==> src/rtl/piso_shift_reg.sv <==
// Parallel-in serial-out shift register, LSB first.
// Loads I when SL=1, logically shifts right with zero fill when SL=0.
module piso_shift_reg #(
  parameter int WIDTH = 4
) (
  input  logic [WIDTH-1:0] I,
  input  logic             SL,
  input  logic             clk,
  input  logic             reset,
  output logic             q
);

  logic [WIDTH-1:0] r_reg;
  logic [WIDTH-1:0] w_next;

  always_comb begin
    w_next = {1'b0, r_reg[WIDTH-1:1]};
    if (SL) w_next = I;
  end

  always_ff @(posedge clk or posedge reset) begin
    if (reset) r_reg <= '0;
    else       r_reg <= w_next;
  end

  // Registered output only; no path from I or SL.
  assign q = r_reg[0];

endmodule

==> config.mk <==
export PLATFORM = sky130hd
export DESIGN_NAME = piso_shift_reg
export DESIGN_NICKNAME = d
export VERILOG_FILES = /design/src/rtl/piso_shift_reg.sv
export SDC_FILE = /design/constraint.sdc
export NUM_CORES = 1
export LEC_CHECK = 0
export ABC_AREA = 1
export CORE_AREA = 8 8 45 47
export CTS_CLUSTER_SIZE = 20
export DETAILED_ROUTE_END_ITERATION = 7
export DIE_AREA = 0 0 53 55
export PLACE_DENSITY = 0.31
export SKIP_LAST_GASP = 1
export SLEW_MARGIN = 40
export SYNTH_ARGS = -nofsm -noshare
export SYNTH_HDL_FRONTEND = slang
export SYNTH_SLANG_ARGS = --single-unit
export TNS_END_PERCENT = 100
==> constraint.sdc <==
create_clock -name clk -period 0.8 [get_ports clk]
set_input_delay 0.2 -clock clk [delete_from_list [all_inputs] [get_ports clk]]
set_output_delay 0.2 -clock clk [all_outputs]
set_load 0.01 [all_outputs]
# After elaboration in Yosys (flattened, before gate mapping)

Cells that the tools add are included.

Mux-type cells: 1

Operators with widths:

| cell             | number |
|---|---|
| 4-bit 2-to-1 mux | 1 |

Logic and storage cells: 2
Input bits: 7
Output and inout port bits: 1
Register bits after elaboration: 4

# Depth between registers and ports, before layout

Depth in word-level cells: 1
Depth in mapped cells: 3
Gate-level depth less buffers: 3

# Worst setup path after synthesis

Ideal clock, no wire load.

Kind: register -> output
Start: register r_reg[0]
End: output port q
Arrival time: 376 ps
Setup slack: 224 ps
Stages on the path, launching flop included: 1
Required time: 600 ps
Buffers on the path: 0
Cells stage by stage: dfrtp_1

RTL lines:

| what                   | line | text |
|---|---|---|
| start, declared        | 13   | `logic [WIDTH-1:0] r_reg;` |
| start signal, assigned | 23   | `else r_reg <= w_next;` |
| end, declared          | 10   | `output logic q` |

No word-level cell between the ends.

# Worst setup path after layout

Start: register r_reg[0]
End: output port q

No word-level cell between the ends.

==> results <==
==> layout make-up <==
type | instances | area share, %
flip-flops and latches | 4 | 38.28
multi-input cells | 10 | 14.35
well taps | 16 | 7.655
clock buffers | 3 | 8.612
inverters | 3 | 4.306
repair buffers | 7 | 26.79
==> layout by cell type, fill, tap and decap left out <==
cell,n
clkbuf_4,3
dlygate4sd2_1,1
inv_1,2
buf_6,1
nand2_1,10
clkdlybuf4s50_1,5
dfrtp_1,4
inv_2,1
==> final timing paths <==
path | start | end | slack, ns
max in group asynchronous | reset | r_reg[1] | 0.49
setup reg to reg | r_reg[2] | r_reg[1] | 0.23
hold reg to reg | r_reg[1] | r_reg[0] | 0.44
setup / recovery | r_reg[0] | q | -0.11
hold / removal | reset | r_reg[2] | 0.15
min in group clk | SL | r_reg[3] | 0.41
==> stage by stage <==
stage	TNS (ns)	hold slack, ns	area [um^2]	cells
floorplan	0	-0.03392	148.9	17
CTS	-0.1207	0.1550	255.2	43
global placement	-1.169	0.4005	239.0	40
finish	-0.1113	0.1548	261.5	43
global route	-0.1334	0.1715	261.5	43
detailed placement	-1.178	0.3997	239.0	40
==> where the power goes <==
group,switching [mW],internal [mW]
Sequential,0.00461,0.218
Clock,0.0778,0.168
Combinational,0.0238,0.0386
Total,0.106,0.424
==> per-layer routing <==
metal / vias up / GRT usage [%] / wire length [um]
met1: 57 / 3.058 / 164
li1: 68 / - / -
met4: 0 / 2.586 / 0
met3: 0 / 5.348 / 64
met5: - / 0 / 0
met2: 7 / 3.125 / 123
==> repair_timing <==
action | CTS | global route
hold buffers | 0 | 0
setup endpoints to repair | 4 | 1
resized for setup | 5 | 1
==> kinds of logic after synthesis <==
family | after synthesis | share of synthesized area, %
AND/OR/NAND/NOR | 10 | 25.21
flip-flops | 4 | 67.23
buffers and inverters | 3 | 7.562
==> results.md <==
- Hold Crit Class: primary input to asynchronous set/reset pin
- Register area: 100.1 um^2
- Syn Area/Cell: 8.758 um^2
- Initial detailed-routing violation count: 0
- Crit-path cells: buf_6
- Fmax: 1.097 GHz
- Max FFs per register: 4
- Leak: 0.1399 nW
- Core area: 1384 um^2
- Layout area overhead: 75.63%
- Fillers: 154
- CP bufs+invs: 1
- Final hold vios: 0
- I/O Buffers: 7
- GRT Total Usage: 3.395%
- Final WS setup: -0.1113 ns
- Crit-path max cell delay: 0.36 ns
- Crit path DAT: 0.71 ns
- Die Span Y: 55 um
- CTS Sinks: 4
- Number of global-route vias before repair: 141
- Async SR Flop Fraction: 100.0%
- Layout cells sized above 1: 18.52%
- CTS buffer count: 3
- Setup Fix Bufs, Post-CTS: 0
- Clock-pin slew on the worst setup and hold paths: 0.04 ns
- Mapped Cells: 17
- Slowest-stage cell, CP: dfrtp_1
- CTS tree: done
- Synth Warn #: 0
- Fin crit share: 113.9%
- Worst Tran Pin Value: 0.1884 ns
- Max VDD drop: 0.9747 mV
- Drt wl/cell: 8.186 um
- Post-synth top cells: 10 x nand2_1, 4 x dfrtp_1, 2 x inv_1
- Nets: 36
- Final ANT Viol Nets: 0
- Dominant cells by area after synthesis: dfrtp_1 67%, nand2_1 25%, inv_1 5.0%
- Most common cell in the netlist: nand2_1
- Failing checks: negative setup slack
- Reg2Reg Depth: 2
- Total Routed Length: 352 um
- Crit. End Element: output pin
- Post-synth EDFFs: 0
- Vias per Instance: 3.070
- Die footprint: 2915 um^2
- Power Density: 2029 nW/um^2
- Required @ worst endpoint: 0.60 ns
- Netlist cell types: 4
- DRT Pass-1 Iters: 1
- First-pass GRT wire length: 586 um
- Critical path type: register to output pin
- Final Max Slew Viols: 0
- Crit path time final: 0.9113 ns
- #FFs+latches synth: 4
- Root Buffer: clkbuf_4
- Drt drc: 0
- DP Worst Slack: -0.2701 ns
- Unrepaired setup endpoints after global routing: true
- Clk buf depth: 2
- Crit path max-delay family: flip-flops
- Seq/Total Area, Yosys: 67.23%
- Initial antenna violation count: 0
- Area of the mapped netlist: 148.9 um^2
- Die W: 53 um
- Finished Core Util: 18.90%
- Crit path depth: 1
- Status: complete, but fails checks
- Top-area cell type share of the netlist area: 67.23%
- Clock Skew: 0.001079 ns
- Largest net degree at the start of global routing: 6
- Area occupied by multi-input gates: 37.54 um^2
- Row count: 14
- Clk_lat worst skew: 0.23 ns
- Initial Util: 10.76%
- Critical Path Source Type: register
- Syn Nets: 24
- Yosys top cell by area: dfrtp_1
- Max Cap Viol: 0
- CP max FO: 1
- Relative slew slack: 87.44%
- Tot Pwr: 0.5306 mW
- Io pins: 8
- Grt ovf: 0
- Final setup fails: 1
- GP Congestion: 0.6063
- ANT cells: 0
- Primary FF master, synth: dfrtp_1
- Via count: 132
- H-tree levels: 1
No activity file was read; power rests on OpenSTA's default activity.
